`src/rtl/addsub_pkg.sv`:
```
// rtl/addsub_pkg.sv - shared constants and state type for the sequential add/sub unit
//
// Purpose : slice width, operation encodings and FSM state type used by
//           seq_addsub16.
// Ports   : none (package).

package addsub_pkg;

  localparam int SLICE_W = 4;

  localparam logic OP_ADD = 1'b0;
  localparam logic OP_SUB = 1'b1;

  typedef enum logic [1:0] {
    IDLE = 2'd0,
    RUN  = 2'd1,
    DONE = 2'd2
  } state_t;

endpackage

```
`src/rtl/cla4_slice.sv`:
```
// rtl/cla4_slice.sv - combinational 4-bit carry-lookahead adder slice
//
// Purpose : s = x + y + cin, with all carries formed directly from the
//           per-bit generate/propagate terms (no ripple inside the slice).
// Ports   : x[3:0], y[3:0] - addends
//           cin            - carry in
//           s[3:0]         - sum
//           cout           - carry out of bit 3

module cla4_slice (
  input  logic [3:0] x,
  input  logic [3:0] y,
  input  logic       cin,
  output logic [3:0] s,
  output logic       cout
);

  logic [3:0] g;
  logic [3:0] p;
  logic       c1;
  logic       c2;
  logic       c3;
  logic       c4;

  assign g = x & y;
  assign p = x ^ y;

  assign c1 = g[0] | (p[0] & cin);
  assign c2 = g[1] | (p[1] & g[0]) | (p[1] & p[0] & cin);
  assign c3 = g[2] | (p[2] & g[1]) | (p[2] & p[1] & g[0])
            | (p[2] & p[1] & p[0] & cin);
  assign c4 = g[3] | (p[3] & g[2]) | (p[3] & p[2] & g[1])
            | (p[3] & p[2] & p[1] & g[0])
            | (p[3] & p[2] & p[1] & p[0] & cin);

  assign s    = p ^ {c3, c2, c1, cin};
  assign cout = c4;

endmodule

```
`src/rtl/seq_addsub16.sv`:
```
// rtl/seq_addsub16.sv - multi-cycle add/subtract through one 4-bit CLA slice
//
// Purpose : computes a+b or a-b one nibble per clock, LSB first, reusing a
//           single cla4_slice. Subtraction is a + ~b + 1: B is inverted on
//           capture and the carry register is seeded with op.
// Ports   : clk, rst_n   - clock, asynchronous active-low reset
//           start        - request, sampled only when busy=0
//           op           - 0 = add, 1 = subtract
//           a, b         - operands, captured on the accepted start edge
//           busy         - high during the N nibble cycles
//           done         - one-cycle pulse, result and flags valid
//           result       - sum/difference, held until next accepted start
//           carry_out    - final carry (subtract: 1 = no borrow)
//           overflow     - two's-complement overflow
//           zero         - result == 0

module seq_addsub16
  import addsub_pkg::*;
#(
  parameter int WIDTH = 16
) (
  input  logic             clk,
  input  logic             rst_n,
  input  logic             start,
  input  logic             op,
  input  logic [WIDTH-1:0] a,
  input  logic [WIDTH-1:0] b,
  output logic             busy,
  output logic             done,
  output logic [WIDTH-1:0] result,
  output logic             carry_out,
  output logic             overflow,
  output logic             zero
);

  localparam int N  = WIDTH / SLICE_W;
  localparam int CW = $clog2(N);
  localparam logic [CW-1:0] LAST = CW'(N - 1);

  state_t             state;
  logic [CW-1:0]      cnt;
  logic [WIDTH-1:0]   a_q;
  logic [WIDTH-1:0]   b_q;
  logic               carry_q;

  logic [SLICE_W-1:0] a_nib;
  logic [SLICE_W-1:0] b_nib;
  logic [SLICE_W-1:0] sum_nib;
  logic               slice_cout;
  logic [WIDTH-1:0]   next_result;
  logic               accept;

  assign a_nib = a_q[cnt*SLICE_W +: SLICE_W];
  assign b_nib = b_q[cnt*SLICE_W +: SLICE_W];

  cla4_slice u_slice (
    .x    (a_nib),
    .y    (b_nib),
    .cin  (carry_q),
    .s    (sum_nib),
    .cout (slice_cout)
  );

  // Result with the current nibble merged in; on the last nibble this is the
  // complete value, so the flags can be registered on the same edge.
  always_comb begin
    next_result = result;
    next_result[cnt*SLICE_W +: SLICE_W] = sum_nib;
  end

  assign accept = start && (state != RUN);
  assign busy   = (state == RUN);
  assign done   = (state == DONE);

  always_ff @(posedge clk or negedge rst_n) begin
    if (!rst_n) begin
      state     <= IDLE;
      cnt       <= '0;
      a_q       <= '0;
      b_q       <= '0;
      carry_q   <= 1'b0;
      result    <= '0;
      carry_out <= 1'b0;
      overflow  <= 1'b0;
      zero      <= 1'b0;
    end else if (accept) begin
      a_q       <= a;
      b_q       <= b ^ {WIDTH{op}};
      carry_q   <= op;
      cnt       <= '0;
      result    <= '0;
      carry_out <= 1'b0;
      overflow  <= 1'b0;
      zero      <= 1'b0;
      state     <= RUN;
    end else if (state == RUN) begin
      result  <= next_result;
      carry_q <= slice_cout;
      cnt     <= cnt + 1'b1;
      if (cnt == LAST) begin
        state     <= DONE;
        carry_out <= slice_cout;
        // Overflow: operand signs agree (after inversion) but the sign of
        // the result differs from them.
        overflow  <= (a_q[WIDTH-1] == b_q[WIDTH-1]) &&
                     (next_result[WIDTH-1] != a_q[WIDTH-1]);
        zero      <= (next_result == '0);
      end
    end else if (state == DONE) begin
      state <= IDLE;
    end
  end

endmodule
```
`config.mk`:
```
export PLATFORM = sky130hd
export DESIGN_NAME = seq_addsub16
export DESIGN_NICKNAME = d
export VERILOG_FILES = /design/src/rtl/addsub_pkg.sv /design/src/rtl/cla4_slice.sv /design/src/rtl/seq_addsub16.sv
export SDC_FILE = /design/constraint.sdc
export NUM_CORES = 1
export LEC_CHECK = 0
export CAP_MARGIN = 20
export CELL_PAD_IN_SITES_DETAIL_PLACEMENT = 1
export CELL_PAD_IN_SITES_GLOBAL_PLACEMENT = 2
export CORE_MARGIN = 3
export CORE_UTILIZATION = 35
export DETAILED_ROUTE_END_ITERATION = 16
export GPL_TIMING_DRIVEN = 0
export PLACE_DENSITY_LB_ADDON = 0.1
export SYNTH_ARGS = -nofsm -noshare
export SYNTH_HDL_FRONTEND = slang
export SYNTH_SLANG_ARGS = --single-unit
export TNS_END_PERCENT = 5
```
`constraint.sdc`:
```
create_clock -name clk -period 5.95 [get_ports clk]
set_clock_uncertainty 0.05 [all_clocks]
set_input_delay 1.19 -clock clk [delete_from_list [all_inputs] [get_ports clk]]
set_output_delay 1.19 -clock clk [all_outputs]
set_load 0.01 [all_outputs]
```
==> results.toml, run 1 <==
[sta]
whs_ps = 432.1
rsz0062_at_grt = "no"
fin_crit_ps = 3282
tns_ps = 0
slew_viol_final = 0
min_period_over_period_pct = 55.17
slew-limit-headroom_pct = 51.88
fmax_mhz = 304.7
fin_ws_ps = 2668
hold_viol = 0
setup_viol = 0
worstMarginPinSlew_ps = 721.8

[place]
place_congestion = 0.7821
hpwl_mm = 5.775
post-place-ws_ps = 2610
io_buffers = 55
post-place-cells = 459
place_area_um2 = 3687

[route]
drt_first_pass_iters = 4
num_vias = 2326
drt_wl_total_mm = 7.666
wl_per_cell_um = 16.42
via_per_inst = 4.981
drtIter0Drc = 60
drc = 0
drtAntennaViolNets = 0

[floorplan]
initial_core_util_pct = 36.21
dieArea_um2 = 9689
pin_count = 57
die_h_um = 98.44
coreArea_um2 = 8258
std_cell_rows = 33
dieWidth_um = 98.44

[setup_path]
crit_buf_inv = 1
r2r_start = "cnt[0]"
rrSetupSlack_ps = 2670
slowest_delay_ps = 640
path_cells = "buf_2 -> mux4_2 -> ha_1 -> a21o_1 -> a21oi_1 -> xor2_1 -> o22ai_1 -> a22o_1"
reg2reg_depth = 8
critPathSlowestCell = "mux4_2"
crit_path_max_fanout = 10
cp-end-kind = "register"
worstReg2RegEnd = "result[14]"
worstSetupPathType = "register to register"
path_delay_family = "compound AO/OA/AOI/OAI gates"
crit_arrival_ps = 3440
required_ps = 6110
crit_path_start_kind = "register"

[power]
peakVddDrop_uv = 265.0
leakage_nw = 1.663
power_per_cell_area_nw_per_um2 = 582.5
total_power_mw = 2.211

[final_layout]
nNetsFinal = 411
mostFrequentLayoutCells = "68 x nand2_1, 56 x dfrtp_1, 54 x clkdlybuf4s50_1, 22 x inv_1, 19 x o21ai_0"
final_area_um2 = 3795
drive_above_1_share_pct = 6.630
stdcell_count = 467
multiInputGateArea_um2 = 1446
diodes = 0
layout_commonest_cell = "nand2_1"
area_growth_pct = 26.90
seqCellArea_um2 = 1401
fill_cells = 945
fin_util_pct = 45.95

[clock_network]
clock_latency_ps = 310
cts_buffers = 5
cts.sinks = 56
hold_buffers = 0
cts_tree = "yes"
cts_setup_buffers = 0
htreeDepth = 2
ctsResizeCount = 0
cts.clk_slew.worst_paths_ps = 100
clockBufferDepth = 2
cts_root_buf = "clkbuf_8"

[synthesis]
ys_ff_latch = 56
syn_area_per_cell_um2 = 10.03
syn-instance-count = 298
ys_seq_area_share_pct = 46.86
syn_nets = 348
synth_area_um2 = 2990
yosysWarnings = 0
synth.distinct_cells = 36

[flow_run]
max_cap_viol_count = 0

[outcome]
status = "finished, final reports clean"

[worst_hold_path]
hold_end = "a_q[2]"
hold_depth = 2
hp-start = "a_q[2]"
hp-class = "register to register"

[global_route]
gr-total-overflow = 0
grt_max_degree = 36
grt_first_pass_wirelength_mm = 12.92
gr-usage-all-layers_pct = 16.48
grt_pass1_vias = 2523
antenna_found_initial = 0
==> cell type report <==
type	instances	share of cell area, %
Sequential cell	56	36.93
Clock inverter	2	0.9232
Inverter	22	2.176
Multi-Input combinational cell	205	38.11
Timing Repair Buffer	56	14.90
Clock buffer	6	1.912
Buffer	15	1.583
Tap cell	105	3.462
==> sequential cells by signal, summed over array words and instances (netlist names) <==
signal / count
carry_out: 1
state: 2
carry_q: 1
result: 16
a_q: 16
cnt: 2
overflow: 1
zero: 1
b_q: 16
==> how the worst max path moves through the flow <==
stage            from          to  slack, ps  depth (start not counted)
2_1_floorplan  cnt[0]    overflow       3170                          8
3_3_place_gp    rst_n      b_q[6]       1780                          1
3_5_place_dp   cnt[0]  result[14]       2610                          8
4_1_cts        cnt[0]  result[14]       2600                          8
5_1_grt        cnt[0]   result[2]       2410                          8
6_report       cnt[0]  result[14]       2670                          8
==> metal layers <==
layer | routed length [um] | GRT usage [%]
met1 | 3448 | 21.41
met2 | 3939 | 29.43
met3 | 206 | 2.194
met4 | 71 | 3.466
met5 | 0 | 0
==> tightest hold or removal path: cells and delay by family (launching register included) <==
kind / cells / cell delay [ps]
flip-flops: 1 / 350
AND/OR/NAND/NOR: 2 / 100
==> cells by family after synthesis <==
family,share of synthesized area (%)
DFF,46.86
adders and majority gates,6.109
buffers and inverters,4.770
muxes,7.071
and+or+nand+nor,12.68
xor gates and xnor gates,5.523
AOI/OAI and AO/OA,16.99
==> power breakdown <==
group	switching (mW)	internal, mW	leakage, nW	total, mW
clock network	0.126	0.125	0.0552	0.252
logic	0.738	0.564	0.887	1.30
registers	0.116	0.541	0.721	0.657
total	0.980	1.23	1.66	2.21
==> cells in the mapped netlist (all sizes together) <==
cell    count  area share [%]
o22ai      17             3.6
inv        22             2.8
o2111a      2            0.75
nand4b      2            0.59
and3        1            0.21
a32o        2            0.67
ha         13             5.4
dfrtp      56              47
nand3       3            0.50
fa          1            0.67
nor2        5            0.63
a22o       17             5.0
mux2i       2            0.67
o21ai      21             3.5
nand4       1            0.21
o21a        1            0.25
nor4        2            0.42
a21o        2            0.50
o311ai      1            0.88
nand3b      1            0.25
clkbuf     12             1.5
a211oi      1            0.25
nand2      68             8.5
xnor2      17             5.2
xor2        1            0.29
mux2        1            0.38
nand2b      3            0.63
buf         3            0.50
nor2b       1            0.21
a21oi       6             1.0
mux4        8             6.0
nor3        3            0.50
a211o       2            0.59
Power figures use the tool's default switching activity.
==> run 2, diff against run 1 <==
- CORE_UTILIZATION: 35 -> 29
- clock period: 5.95 -> 2.71 ns (I/O delays scaled with it)
==> run 2 against run 1 <==
Global-route usage fell by 1.5 points; non-clock buffer count up 9; largest power group unchanged; clock power is 79% higher; the flow now finishes with violations (negative setup slack); largest cell class unchanged; sequential share of layout area down 1.8 points.
==> results.toml, run 2 (synthesized netlist as in run 1, its figures left out) <==
[place]
hpwl_mm = 6.034
post-place-cells = 487
place_area_um2 = 3725
place_congestion = 0.8334
io_buffers = 55

[route]
drtIter0Drc = 89
drtAntennaViolNets = 0
drc = 0
num_vias = 2452
drt_first_pass_iters = 4
drt_wl_total_mm = 8.286
wl_per_cell_um = 16.47
via_per_inst = 4.875

[clock_network]
cts.clk_slew.worst_paths_ps = 100
clock_latency_ps = 310
cts_tree = "yes"
cts_root_buf = "clkbuf_8"
htreeDepth = 2
cts_buffers = 5
clockBufferDepth = 2
cts.sinks = 56
hold_buffers = 0

[outcome]
status = "finished with violations"
violations = "negative setup slack"

[final_layout]
mostFrequentLayoutCells = "68 x nand2_1, 55 x dfrtp_1, 54 x clkdlybuf4s50_1, 21 x inv_1, 19 x o21ai_0"
area_growth_pct = 33.51
reg_top3 = "a_q: 16 flops, b_q: 16 flops, result: 16 flops"
nNetsFinal = 420
diodes = 0
drive_above_1_share_pct = 12.43
layout_commonest_cell = "nand2_1"
fin_util_pct = 40.29
stdcell_count = 503
final_area_um2 = 3993

[setup_path]
crit_path_start_kind = "register"
reg2reg_depth = 9
cp-startpoint = "cnt[0]"
worstReg2RegEnd = "zero"
crit_path_end = "zero"
worstSetupPathType = "register to register"
r2r_start = "cnt[0]"
crit_path_max_fanout = 6
rrSetupSlack_ps = -4
cp-end-kind = "register"
required_ps = 2870
crit_arrival_ps = 2870

[floorplan]
pin_count = 57
dieWidth_um = 107.5
die_h_um = 107.5
initial_core_util_pct = 30.18
dieArea_um2 = 11570
coreArea_um2 = 9910
std_cell_rows = 36

[sta]
fmax_mhz = 368.4
hold_viol = 0
min_period_over_period_pct = 100.2
worstMarginPinSlew_ps = 657.4
rsz0062_at_grt = "yes"
fin_crit_ps = 2714
slew_viol_final = 0
setup_viol = 1
fin_ws_ps = -4.220
slew-limit-headroom_pct = 56.01

[global_route]
antenna_found_initial = 0
grt_max_degree = 34
grt_first_pass_wirelength_mm = 13.59
gr-total-overflow = 0
grt_pass1_vias = 2592
gr-usage-all-layers_pct = 15.02

[power]
leakage_nw = 1.704
total_power_mw = 5.531
power_per_cell_area_nw_per_um2 = 1385
peakVddDrop_uv = 528.7

[worst_hold_path]
hp-class = "input pin to async pin"

[flow_run]
max_cap_viol_count = 0
run 2: repair_timing:
item,4_1_cts,5_1_grt
setup endpoints to repair,15,10
resized for setup,19,8
buffers inserted,7,2
pin swaps,5,6
run 2: metrics by stage:
stage | setup WS [ps] | hold slack, ps | TNS, ps
after floorplan | 13.93 | 196.4 | 0
after global placement | -957.3 | 405.5 | -58100
after detailed placement | -506.5 | 412.6 | -4694
after CTS | -29.25 | 193.9 | -53.33
after global routing | -74.19 | 217.7 | -320.1
final | -4.220 | 176.1 | -4.220
run 2: power by group:
part	total [mW]	switching, mW	internal (mW)	leakage (nW)
logic	3.64	1.89	1.74	0.942
clock network	0.451	0.273	0.177	0.0410
registers	1.44	0.251	1.19	0.720
total	5.53	2.42	3.11	1.70
run 2: layer usage:
metal | global-route usage, % | routed length (um)
met4 | 3.246 | 84
met2 | 26.11 | 4178
met3 | 2.220 | 295
met1 | 19.81 | 3727
met5 | 0 | 0
run 2: worst min-delay path by stage:
stage          endpoint  cells after the start
6_report         cnt[1]                      1
5_1_grt          cnt[1]                      1
4_1_cts          cnt[1]                      1
3_5_place_dp     a_q[3]                      2
3_3_place_gp     a_q[8]                      2
2_1_floorplan    a_q[0]                      0
run 2: cell type report:
| class | instances | area (um2) |
|---|---|---|
| multi-input cells | 205 | 1536 |
| repair buffers | 65 | 648.1 |
| flip-flops and latches | 56 | 1403 |
| well taps | 133 | 166.4 |
| clock inverters | 1 | 5.005 |
| fillers | 1142 | 5917 |
| clock buffers | 6 | 72.57 |
| inverters | 22 | 82.58 |
| plain buffers | 15 | 78.83 |
run 2: critical path: stages (launching register included):
cell     delay, ps
dfrtp_2        400
buf_12         140
buf_8          110
mux4_2         560
buf_4          170
fa_2           380
xnor2_4        160
o21a_1         180
a32o_1         250
a32o_1         210
==> run 3, diff against run 2 <==
- CORE_ASPECT_RATIO: unset -> 1.25
- CORE_UTILIZATION: 29 -> 30
- CTS_BUF_LIST: unset -> sky130_fd_sc_hd__clkbuf_4 sky130_fd_sc_hd__clkbuf_8
==> run 3 against run 2 <==
The flow now finishes without violations; fmax up 0.56%; first-iteration DRC count down 17%; sequential cell count unchanged; utilization up 1.3 points; sequential power about the same.
==> results.toml, run 3 (synthesized netlist as in run 1, its figures left out) <==
[sta]
setup_viol = 0
hold_viol = 0
tns_ps = 0
min_period_over_period_pct = 99.60
rsz0062_at_grt = "yes"
fmax_mhz = 370.5
worstMarginPinSlew_ps = 672.4
whs_ps = 173.5
fin_crit_ps = 2699
slew-limit-headroom_pct = 55.01
slew_viol_final = 0

[final_layout]
area_growth_pct = 34.39
fill_cells = 1092
mostFrequentLayoutCells = "68 x nand2_1, 55 x dfrtp_1, 54 x clkdlybuf4s50_1, 21 x inv_1, 19 x o21ai_0"
layout_commonest_cell = "nand2_1"
final_area_um2 = 4019
reg_top3 = "a_q: 16 flops, b_q: 16 flops, result: 16 flops"
diodes = 0
fin_util_pct = 41.61
nNetsFinal = 423
drive_above_1_share_pct = 13.10

[setup_path]
r2r_start = "cnt[0]"
crit_arrival_ps = 2860
crit_path_max_fanout = 5
crit_path_end = "zero"
worstSetupPathType = "register to register"
cp-end-kind = "register"
required_ps = 2870
crit_path_start_kind = "register"
reg2reg_depth = 8
worstReg2RegEnd = "zero"
rrSetupSlack_ps = 10
cp-startpoint = "cnt[0]"

[power]
combPwrFrac_pct = 65.5
p_int_mw = 3.247
sw_frac_of_total_pct = 42.90
power.net_switching_mw = 2.439
p_seq_share_pct = 25.5
total_power_mw = 5.687
power_per_cell_area_nw_per_um2 = 1415
power.clock.fraction_pct = 8.9
leakage_nw = 1.734
peakVddDrop_uv = 589.9

[floorplan]
pin_count = 57
die_h_um = 117.6
dieWidth_um = 95.30
std_cell_rows = 40
initial_core_util_pct = 30.96
dieArea_um2 = 11210
coreArea_um2 = 9659

[route]
num_vias = 2448
wl_met3_um = 202
via_per_inst = 4.896
routed.top_layer = "met4"
drt_first_pass_iters = 4
drt-met1-wl_mm = 3.319
drtIter0Drc = 74
dr_wl_met2_mm = 4.670
drtAntennaViolNets = 0
drc = 0
wl_per_cell_um = 16.57
drt_wl_total_mm = 8.283

[clock_network]
cts_root_buf = "clkbuf_8"
hold_buffers = 0
clock_latency_ps = 310
cts.sinks = 56
htreeDepth = 2
cts_buffers = 5
clockBufferDepth = 2
cts_tree = "yes"
cts.clk_slew.worst_paths_ps = 110

[global_route]
grt_pass1_vias = 2677
antenna_found_initial = 0
gr-total-overflow = 0
grt_first_pass_wirelength_mm = 13.88
gr-usage-all-layers_pct = 16.01
grt_max_degree = 33

[place]
hpwl_mm = 6.020
io_buffers = 55
place_area_um2 = 3716
place_congestion = 0.7303

[worst_hold_path]
hp-class = "input pin to async pin"

[outcome]
status = "finished, final reports clean"

[flow_run]
max_cap_viol_count = 0
==> run 3: through the flow <==
stage / instances / worst slack (ps)
2_1_floorplan: 298 / 13.93
5_1_grt: 500 / -76.88
6_report: 500 / 10.92
4_1_cts: 498 / -16.74
3_3_place_gp: 479 / -896.7
3_5_place_dp: 480 / -575.2
==> run 3: power by group through the flow <==
stage | registers (mW) | logic [mW] | clock network (mW)
3_5_place_dp | 1.47 | 2.98 | 0
5_1_grt | 1.51 | 4.12 | 0.560
3_3_place_gp | 1.45 | 2.93 | 0
4_1_cts | 1.46 | 3.66 | 0.530
6_report | 1.45 | 3.73 | 0.507
2_1_floorplan | 1.43 | 1.97 | 0
==> run 3: layer usage <==
metal | up-vias | global-route usage (%)
met5 | - | 0
met4 | 0 | 3.249
met3 | 9 | 2.110
met2 | 37 | 30.14
met1 | 1216 | 18.81
li1 | 1186 | -
==> run 3: area by class of cell <==
type	instances	area, um2	share of cell area (%)
multi-input combinational	205	1520	37.83
sequential	56	1403	34.90
timing repair buffer	68	679.4	16.91
tap	126	157.7	3.923
clock buffer	8	97.59	2.428
inverter	22	82.58	2.055
buffer	15	78.83	1.961
==> run 3: worst min path at each step <==
stage	startpoint	endpoint	slack [ps]	depth (start not counted)
2_1_floorplan	rst_n	a_q[0]	200	0
3_3_place_gp	a_q[8]	a_q[8]	400	2
3_5_place_dp	a_q[8]	a_q[8]	410	2
4_1_cts	rst_n	result[5]	190	1
5_1_grt	rst_n	result[5]	210	1
6_report	rst_n	result[5]	170	1
==> run 3: worst max-delay path, stage by stage, from the launching register on <==
cell	delay, ps
dfrtp_2	470
buf_12	150
mux4_2	560
buf_4	170
fa_2	400
xnor2_4	170
o21a_1	180
a32o_1	240
a32o_1	200
==> run 3: what timing repair did <==
item / CTS / global route
setup buffers: 9 / 2
pin swaps: 9 / 5
gates resized for setup: 18 / 2
endpoints found under the setup margin: 15 / 9
gates cloned: 1 / 0
